### src/rtl/rx_pkg.sv
// rx_pkg: shared types and defaults for the receive frame sequencer.
package rx_pkg;

    typedef enum logic [2:0] {ST_IDLE, ST_HUNT, ST_START, ST_DATA, ST_STOP} state_t;

    localparam int SPB_DEF   = 10;
    localparam int NBITS_DEF = 8;

    // Strict majority; an exact tie falls below this and resolves to 0.
    function automatic int maj_thr(input int spb);
        return spb / 2 + 1;
    endfunction

endpackage

### src/rtl/sample_tick_gen.sv
// sample_tick_gen: free-running divider producing a one-cycle sample strobe.
module sample_tick_gen #(
    parameter int CLK_HZ    = 50_000_000,
    parameter int SAMPLE_HZ = 40_000
) (
    input  logic i_clk,
    input  logic i_rst_n,
    output logic o_tick
);
    localparam int DIV = CLK_HZ / SAMPLE_HZ;
    localparam int CW  = DIV > 1 ? $clog2(DIV) : 1;

    logic [CW-1:0] r_cnt;
    logic          w_max;

    assign w_max  = r_cnt == CW'(DIV - 1);
    assign o_tick = w_max;

    always_ff @(posedge i_clk or negedge i_rst_n) begin
        if (!i_rst_n) r_cnt <= '0;
        else          r_cnt <= w_max ? '0 : r_cnt + 1'b1;
    end
endmodule

### src/rtl/rx_frame_sequencer.sv
// rx_frame_sequencer: samples rx_in at SAMPLE_HZ, frames start/data/stop bits
// with majority voting and hands bytes out over a valid/ready handshake.
module rx_frame_sequencer
    import rx_pkg::*;
#(
    parameter int CLK_HZ       = 50_000_000,
    parameter int SAMPLE_HZ    = 40_000,
    parameter int SPB          = SPB_DEF,
    parameter int NBITS        = NBITS_DEF,
    parameter int IDLE_SAMPLES = 20
) (
    input  logic             CLOCK_50,
    input  logic             RESET_N,
    input  logic             rx_in,
    input  logic             enable,
    output logic [NBITS-1:0] code,
    output logic             code_valid,
    input  logic             code_ready,
    output logic             frame_err,
    output logic             overrun,
    output logic             busy
);
    localparam int OW  = $clog2(SPB + 1);
    localparam int BW  = $clog2(NBITS + 1);
    localparam int IW  = $clog2(IDLE_SAMPLES + 1);
    localparam int THR = maj_thr(SPB);

    state_t           r_state;
    logic [1:0]       r_sync;
    logic [IW-1:0]    r_idle;
    logic [OW-1:0]    r_ones;
    logic [OW-1:0]    r_samp;
    logic [BW-1:0]    r_bits;
    logic [NBITS-1:0] r_shift;
    logic             w_tick;
    logic             w_rx;
    logic [OW-1:0]    w_ones;
    logic             w_last;
    logic             w_bit;

    sample_tick_gen #(.CLK_HZ(CLK_HZ), .SAMPLE_HZ(SAMPLE_HZ)) u_tick (
        .i_clk   (CLOCK_50),
        .i_rst_n (RESET_N),
        .o_tick  (w_tick)
    );

    // w_ones/w_bit include the sample being taken this tick.
    assign w_rx   = r_sync[1];
    assign w_ones = r_ones + OW'(w_rx);
    assign w_last = r_samp == OW'(SPB - 1);
    assign w_bit  = w_ones >= OW'(THR);

    always_ff @(posedge CLOCK_50 or negedge RESET_N) begin
        if (!RESET_N) begin
            r_sync     <= 2'b11;
            r_state    <= ST_IDLE;
            r_idle     <= '0;
            r_ones     <= '0;
            r_samp     <= '0;
            r_bits     <= '0;
            r_shift    <= '0;
            code       <= '0;
            code_valid <= 1'b0;
            frame_err  <= 1'b0;
            overrun    <= 1'b0;
            busy       <= 1'b0;
        end else begin
            r_sync    <= {r_sync[0], rx_in};
            frame_err <= 1'b0;
            overrun   <= 1'b0;
            if (code_valid && code_ready) code_valid <= 1'b0;
            if (!enable) begin
                r_state <= ST_IDLE;
                busy    <= 1'b0;
                r_idle  <= '0;
                r_ones  <= '0;
                r_samp  <= '0;
                r_bits  <= '0;
                r_shift <= '0;
            end else if (w_tick) begin
                case (r_state)
                    ST_IDLE: begin
                        if (!w_rx) r_idle <= '0;
                        else if (r_idle == IW'(IDLE_SAMPLES - 1)) begin
                            r_idle  <= '0;
                            r_state <= ST_HUNT;
                        end else r_idle <= r_idle + 1'b1;
                    end
                    ST_HUNT: begin
                        if (!w_rx) begin
                            r_state <= ST_START;
                            busy    <= 1'b1;
                            r_samp  <= OW'(1);
                            r_ones  <= '0;
                        end
                    end
                    ST_START: begin
                        if (!w_last) begin
                            r_samp <= r_samp + 1'b1;
                            r_ones <= w_ones;
                        end else begin
                            r_samp <= '0;
                            r_ones <= '0;
                            r_bits <= '0;
                            if (w_ones <= OW'(SPB / 2)) r_state <= ST_DATA;
                            else begin
                                r_state <= ST_HUNT;
                                busy    <= 1'b0;
                            end
                        end
                    end
                    ST_DATA: begin
                        if (!w_last) begin
                            r_samp <= r_samp + 1'b1;
                            r_ones <= w_ones;
                        end else begin
                            r_samp  <= '0;
                            r_ones  <= '0;
                            r_shift <= {w_bit, r_shift[NBITS-1:1]};
                            r_bits  <= r_bits + 1'b1;
                            if (r_bits == BW'(NBITS - 1)) r_state <= ST_STOP;
                        end
                    end
                    ST_STOP: begin
                        if (!w_last) begin
                            r_samp <= r_samp + 1'b1;
                            r_ones <= w_ones;
                        end else begin
                            r_samp  <= '0;
                            r_ones  <= '0;
                            r_bits  <= '0;
                            r_state <= ST_HUNT;
                            busy    <= 1'b0;
                            if (!w_bit) frame_err <= 1'b1;
                            else if (!code_valid || code_ready) begin
                                code       <= r_shift;
                                code_valid <= 1'b1;
                            end else overrun <= 1'b1;
                        end
                    end
                    default: r_state <= ST_IDLE;
                endcase
            end
        end
    end
endmodule

### config.mk
export PLATFORM = sky130hd
export DESIGN_NAME = rx_frame_sequencer
export DESIGN_NICKNAME = d
export VERILOG_FILES = /design/src/rtl/rx_pkg.sv /design/src/rtl/sample_tick_gen.sv /design/src/rtl/rx_frame_sequencer.sv
export SDC_FILE = /design/constraint.sdc
export NUM_CORES = 1
export LEC_CHECK = 0
export CELL_PAD_IN_SITES_DETAIL_PLACEMENT = 2
export CELL_PAD_IN_SITES_GLOBAL_PLACEMENT = 2
export CORE_UTILIZATION = 45
export DETAILED_ROUTE_END_ITERATION = 6
export DONT_BUFFER_PORTS = 1
export GPL_TIMING_DRIVEN = 1
export HOLD_SLACK_MARGIN = 0.08
export PLACE_DENSITY = 0.95
export SYNTH_ARGS = -nofsm -noshare
export SYNTH_HDL_FRONTEND = slang
export SYNTH_HIERARCHICAL = 1
export SYNTH_SLANG_ARGS = --single-unit
### constraint.sdc
create_clock -name CLOCK_50 -period 7 [get_ports CLOCK_50]
set_input_delay 0.7 -clock CLOCK_50 [delete_from_list [all_inputs] [get_ports CLOCK_50]]
set_output_delay 0.7 -clock CLOCK_50 [all_outputs]
set_load 0.01 [all_outputs]
# Yosys cells after proc, flatten, opt, wreduce, memory -nomap -nowiden
# Index checks and enable logic that the tools add are counted.
# totals
regBits	53
in_bits	5
output_inout_bits	12
wordCells	118
# op_classes
addsub	5
magnitude_cmp	2
n_eq_ne	24
muxes	61
reduce_logical	13
# ops
operator	n
2-to-1 mux 4 bit	12
2-to-1 mux 8 bit	4
2-to-1 mux 3 bit	9
2-to-1 mux 5 bit	5
2-to-1 mux 1 bit	24
!= test 3 bit, second input constant	8
case mux 4 bit (2 select lines)	3
case mux 3 bit (5 select lines)	1
AND reduction 6 bit	2
adder 11 x 1 -> 11 bit, second input constant	1
equality test 11 bit, second input constant	1
2-to-1 mux 11 bit	1
!= test 3 x 2 -> 1 bit, second input constant	3
adder 4 x 1 -> 4 bit, second input constant	2
!= test 2 x 1 -> 1 bit, second input constant	4
AND reduction 8 bit	1
equality test 3 x 2 -> 1 bit, second input constant	2
AND reduction 3 bit	2
adder 5 x 1 -> 5 bit, second input constant	1
equality test 5 bit, second input constant	1
adder 4 x 1 -> 4 bit	1
equality test 4 x 3 -> 1 bit, second input constant	1
equality test 4 bit, second input constant	1
greater-or-equal comparator 4 x 3 -> 1 bit, second input constant	1
14 further kinds	14

# Logic depth before layout (Yosys ltp)
# Gate-level depths: netlist (run 1).
# depth
ltp_word	8
depth_mapped	9
ltp_nobuf	8

# By module
# Netlist (run 1), hierarchy kept.
# modules_own_cells
mod	instances	cells_each	area_per_inst_um2	seq_area_each_um2
rx_frame_sequencer	1	196	2214.6	1053.5
sample_tick_gen	1	48	519.2	275.3

# Worst setup path before layout (run 1)
# No wires, ideal clock.
# synth_timing
path_type	register to register
start	register u_tick.r_cnt[1]
end	register code[0]
setup_time_ps	125
arrival_time_ps	2425
t_required_ps	6875
setup_slack_ps	4450
path_stages_with_launch	10
path_buffers	1
synth_period_minus_slack_ps	2550
path_cell_list	dfrtp_1 -> inv_1 -> ha_1 -> or4b_1 -> nor3_4 -> and4b_1 -> nand4_1 -> and3b_1 -> buf_6 -> mux2_4
# synth_via
elab_chain_len	2
# synth_lines
item	line_no	rtl
start, declared	sample_tick_gen.sv:13	logic [CW-1:0] r_cnt;
start signal, assigned	sample_tick_gen.sv:21	else r_cnt <= w_max ? '0 : r_cnt + 1'b1;
equality test 11 bit	sample_tick_gen.sv:16	assign w_max = r_cnt == CW'(DIV - 1);
net w_tick	rx_frame_sequencer.sv:35	logic w_tick;
AND reduction 6 bit (no line)	--	
end signal, assigned	rx_frame_sequencer.sv:136	code <= r_shift;
end, declared	rx_frame_sequencer.sv:16	output logic [NBITS-1:0] code,
# The timed path passes the listed nets, and every way through them passes these cells.
# A chain may end at the register's enable or synchronous reset.

# Worst setup path after layout (run 1)
# layout_timing
start	register u_tick.r_cnt[1]
end	register code[2]
# The elaborated chain is that of the path after synthesis.

==> results of run 1 <==
## worst max-delay path: stages (launching register included)
cell and delay (ns):
dfrtp_1 0.42, inv_1 0.07, ha_1 0.14, or4b_1 0.49, nor3_4 0.51, and4b_1 0.36, nand4_1 0.21, and3b_1 0.62
mux2_4 0.36
## cell type report
cell class	instances	area, um^2	area share
Clock buffer	5	68.8	0.0237
Clock inverter	3	25.0	0.00862
Inverter	8	30.0	0.0103
Multi-Input combinational cell	176	1330	0.458
Sequential cell	53	1330	0.458
Tap cell	75	93.8	0.0323
Timing Repair Buffer	1	27.5	0.00949
## power by group
part	internal [mW]	switching [mW]	total, mW
sequential	0.309	0.00823	0.317
clock	0.0725	0.113	0.185
combinational	0.0129	0.0211	0.0340
total	0.395	0.142	0.536
## layout by cell type, fill, tap and decap left out, drive strengths merged, types with 2 or more instances in the layout
master,netlist,layout
dfrtp,51,51
nand2,15,15
a22o,14,14
o21ai,13,13
nor2,12,12
nand3,11,11
mux2,10,10
nor2b,9,9
a21oi,9,9
ha,8,8
inv,7,8
nand2b,6,6
nand4,6,6
clkbuf,2,5
nor3,5,5
or3,4,4
xnor2,4,4
o2bb2ai,4,4
xor2,3,3
nand4bb,3,3
a2bb2oi,3,3
and4b,2,2
and3b,2,2
and3,2,2
o31ai,2,2
a21o,2,2
a31oi,2,2
o22a,2,2
dfstp,2,2
or4b,2,2
clkinv,1,2
## cells by family after synthesis
group | share of synthesized area
simple gates | 0.204
compound gates | 0.167
flops | 0.486
buf+inv | 0.0284
mux | 0.0558
fa+ha+maj | 0.0366
xor+xnor | 0.0224
## final timing paths
path / start / endpoint / cells after the start
setup / recovery: u_tick/r_cnt[1]$_DFF_PN0_ / code[2]$_DFFE_PN0P_ / 8
hold / removal: RESET_N / r_sync[1]$_DFF_PN1_ / 0
setup reg to reg: u_tick/r_cnt[1]$_DFF_PN0_ / code[2]$_DFFE_PN0P_ / 8
hold reg to reg: r_sync[0]$_DFF_PN1_ / r_sync[1]$_DFF_PN1_ / 0
max in group asynchronous: RESET_N / r_samp[2]$_DFFE_PN0P_ / 1
min in group CLOCK_50: r_sync[0]$_DFF_PN1_ / r_sync[1]$_DFF_PN1_ / 0
## metal layers
metal  wire length (um)  share of wire
met5                  0              0
met3                325          0.042
met2               3930           0.50
met4                 97          0.012
met1               3450           0.44
## through the flow
step	setup slack (ns)	area [um^2]	power (mW)	hold slack (ns)
finish	3.71	2900	0.536	0.219
global placement	4.05	2780	0.346	0.346
CTS	3.75	2900	0.541	0.205
floorplan	4.45	2730	0.343	0.345
detailed placement	3.80	2780	0.348	0.347
global route	3.57	2900	0.555	0.204
## sequential cells by signal, summed over array words and instances, names as in the netlist, 2 cells and up
register,count
r_sync,2
r_shift,8
r_idle,5
r_bits,4
u_tick/r_cnt,11
r_ones,4
r_state,3
code,8
r_samp,4
## timing repair
action,in CTS,in global routing
buffers inserted,0,0
hold buffers,1,0
hold endpoints to repair,51,0
==> flow_metrics.tcl, run 1 <==
set metrics [dict create \
    syn_to_final_growth_pct 6.13 \
    ir_drop_v 0.0000811 \
    instances_no_fill 321 \
    gp_congestion 0.803 \
    arrival_ns 3.50 \
    start_kind "flop" \
    rsz0062_at_grt "false" \
    synth_area_per_cell_um2 11.2 \
    die_height_um 79.9 \
    leakage_nw 1.27 \
    ant_nets 0 \
    row_count 28 \
    dp_cells 312 \
    cts_buffer_depth 2 \
    cts_buffers 5 \
    grt_max_degree 52 \
    syn_inst 244 \
    wl_um 7800 \
    cellPowerDensity_mw_per_mm2 185 \
    cp_max_fo 15 \
    cts_root_buf "clkbuf_8" \
    cts_tree "yes" \
    synth.top_cell.area_share 0.467 \
    finalSetupTns_ns 0 \
    min_period_over_period 0.470 \
    synth_seq_area_share 0.486 \
    cts.clk_slew.worst_paths_ns 0.11 \
    die_w_um 79.9 \
    grt_use_met2 0.461 \
    wl_per_cell_um 24.3 \
    antenna_found_initial 0 \
    firstDrtPassIters 4 \
    grt_overflow 0 \
    diodes 0 \
    synth_edf_count 0 \
    portBuffers 0 \
    synthTopCellsByCount "51 x dfrtp_1, 15 x nand2_1, 14 x a22o_1" \
    drv_cap 0 \
    async_flop_share 1.00 \
    skew_ns 0.0108 \
    critical_path.endpoint_type "flop" \
    dr_total_vias 2028 \
    setup-violations-final 0 \
    dieArea_mm2 0.00639 \
    drive_gt1_frac 0.118 \
    dp_hpwl_um 4930 \
    status "completed" \
    synthFlopType "dfrtp_1" \
    n_fill_cell 598 \
    grt_pass1_vias 2280 \
    yosysMostFrequentCell "dfrtp_1" \
    first_iter_violations 153 \
    use_met1 0.351 \
    ys_ff_latch 53 \
    fin_crit_ns 3.29 \
    reg2reg_slack_ns 3.71 \
    slew_violations 0 \
    synth_area_leader_cell "dfrtp_1" \
    synth_area_mm2 0.00273 \
    clk_latency_ns 0.32 \
    tightest_slew_ns 0.760 \
    syn-num-nets 257 \
    grt_busiest_layer "met2" \
    cts_resized 0 \
    viasPerCell 6.32 \
    yosys.cell_types.count 59 \
    cts_sinks 53 \
    grt_use_total 0.272 \
    drc_errors 0 \
    synth.area.top_cells "dfrtp_1 47%, a22o_1 4.5%, mux2_4 4.4%" \
    worstSetupPathType "flop to flop" \
    clock.fmax_mhz 304 \
    start_util 0.464 \
    io_pins 17 \
    yosysWarnings 6 \
    utilization 0.493 \
    slew_headroom 0.491 \
    core-area_mm2 0.00589 \
    grt_pass1_wl_um 12800 \
    grt.met3_usage 0.0503 \
    cts.htree.levels 2 \
    worstPathRequired_ns 7.21 \
    finalHoldViolCount 0 \
    nets 258 \
    min_path_type "primary input to asynchronous set/reset pin" \
]
Power figures use the tool's default switching activity.
==> inputs of run 2 (changes only) <==
Settings changed: CORE_UTILIZATION 45 to 42, PLACE_DENSITY 0.95 to 0.9.
Clock period 7 ns to 3.42 ns, I/O delays scaled along.
==> run 2 against run 1 <==
Effect of this change: clock power up 99%; critical endpoint is now code[5]$_DFFE_PN0P_; worst setup slack worse by 3.0 ns; first-iteration DRC count down 46%; cell count up 1.6%.
==> flow_metrics.tcl, run 2 (synthesis gave the netlist of run 1 again) <==
set metrics [dict create \
    portBuffers 0 \
    internal-power_uw 810 \
    drive_gt1_frac 0.120 \
    r2r_end "code[5]$_DFFE_PN0P_" \
    wl_met3_um 153 \
    tightest_slew_ns 0.774 \
    io_pins 17 \
    final_common_cell "dfrtp_1" \
    worst_slack_ns 0.684 \
    min_period_over_period 0.800 \
    whs_path_depth 1 \
    r2r_cells 8 \
    dp_hpwl_um 4720 \
    wl_met2_um 3390 \
    cts_tree "yes" \
    dr_total_vias 1981 \
    setup-violations-final 0 \
    hold_start "enable" \
    cts_resized 0 \
    n_fill_cell 678 \
    skew_ns 0.00646 \
    fin_crit_ns 2.74 \
    cts_buffer_depth 2 \
    cp_max_fo 8 \
    p_switching_uw 277 \
    min_path_type "primary input to flop" \
    ir_drop_v 0.000212 \
    ant_nets 0 \
    worstSetupPathType "flop to flop" \
    start_kind "flop" \
    pwr-share-seq 0.598 \
    rsz0062_at_grt "false" \
    cts_buffers 5 \
    top_register "u_tick/r_cnt" \
    arrival_ns 2.94 \
    routed.top_layer "met4" \
    syn_to_final_growth_pct 7.28 \
    dp_slack_ns 0.663 \
    firstDrtPassIters 4 \
    whs_ns 0.175 \
    slew_headroom 0.481 \
    worstPathRequired_ns 3.62 \
    diodes 0 \
    place_area_mm2 0.00279 \
    finalSetupTns_ns 0 \
    nets 261 \
    leakage_nw 1.28 \
    dieArea_mm2 0.00684 \
    clk_latency_ns 0.31 \
    slew_violations 0 \
    cts_root_buf "clkbuf_8" \
    combPwrFrac 0.064 \
    final_cell_mix "51 x dfrtp_1, 15 x nand2_1, 14 x a22o_1" \
    die_height_um 82.7 \
    clock.fmax_mhz 366 \
    finalHoldViolCount 0 \
    cellPowerDensity_mw_per_mm2 370 \
    drc_errors 0 \
    gp_congestion 0.771 \
    cts.clk_slew.worst_paths_ns 0.10 \
    cts_sinks 53 \
    wl_met1_um 3020 \
    antenna_found_initial 0 \
    p_sw_frac 0.255 \
    postLayoutCellArea_mm2 0.00293 \
    die_w_um 82.7 \
    status "completed" \
    start_util 0.433 \
    grt_overflow 0 \
    first_iter_violations 83 \
    wl_per_cell_um 20.5 \
    row_count 29 \
    wl_um 6700 \
    largest_register_ffs 11 \
    r2r_start "u_tick/r_cnt[1]$_DFF_PN0_" \
    crit_start "u_tick/r_cnt[1]$_DFF_PN0_" \
    viasPerCell 6.08 \
    grt_max_degree 54 \
    grt_use_total 0.221 \
    drv_cap 0 \
    holdPathEnd "r_state[1]$_DFFE_PN0P_" \
    core-area_mm2 0.00631 \
    utilization 0.465 \
    grt_pass1_wl_um 11100 \
    clock_power_share 0.339 \
    grt_pass1_vias 2185 \
    reg2reg_slack_ns 0.68 \
    cts.htree.levels 2 \
    top_regs "u_tick/r_cnt (11), code (8), r_shift (8)" \
    critical_path.endpoint_type "flop" \
]
-- run 2: worst max-delay path, cell delays in order (launching register included) --
cell and delay, ns:
dfrtp_1 0.41, inv_1 0.07, ha_1 0.12, or4b_1 0.48, nor3_4 0.15, and4b_1 0.29, nand4_1 0.16, and3b_1 0.60
mux2_4 0.35
-- run 2: metal layers --
layer	up-vias	global-route usage
met5	-	0
met4	0	0.0741
met3	12	0.0440
met2	28	0.389
met1	1021	0.268
li1	920	-
-- run 2: power groups by stage --
stage | combinational (mW) | sequential (mW) | clock (mW)
after CTS | 0.0699 | 0.649 | 0.384
after global placement | 0.0481 | 0.661 | 0
after floorplan | 0.0513 | 0.651 | 0
after global routing | 0.0778 | 0.651 | 0.402
final | 0.0691 | 0.649 | 0.368
after detailed placement | 0.0509 | 0.661 | 0
-- run 2: what timing repair did --
action / 4_1_cts / 5_1_grt
endpoints found under the hold margin: 54 / 0
hold buffers: 3 / 0
buffers inserted: 0 / 0
-- run 2: cell type report --
class                      count  area [um^2]  area share
tap                           77         96.3      0.0328
multi-input combinational    176         1330       0.453
clock inverter                 3         26.3     0.00896
sequential                    53         1330       0.453
inverter                       8         30.0      0.0102
clock buffer                   5         68.8      0.0235
timing repair buffer           4         55.1      0.0188
-- run 2: worst max-delay path by stage --
stage | end | slack (ns) | cells after the start
5_1_grt | code[5]$_DFFE_PN0P_ | 0.50 | 8
3_5_place_dp | code[5]$_DFFE_PN0P_ | 0.66 | 8
4_1_cts | code[5]$_DFFE_PN0P_ | 0.64 | 8
2_1_floorplan | code[0]$_DFFE_PN0P_ | 0.87 | 9
3_3_place_gp | code[7]$_DFFE_PN0P_ | 0.83 | 8
6_report | code[5]$_DFFE_PN0P_ | 0.68 | 8
-- run 2: stage by stage --
stage | power (mW) | std cells
floorplan | 0.703 | 244
global placement | 0.709 | 315
detailed placement | 0.712 | 315
CTS | 1.10 | 326
global route | 1.13 | 326
finish | 1.09 | 326
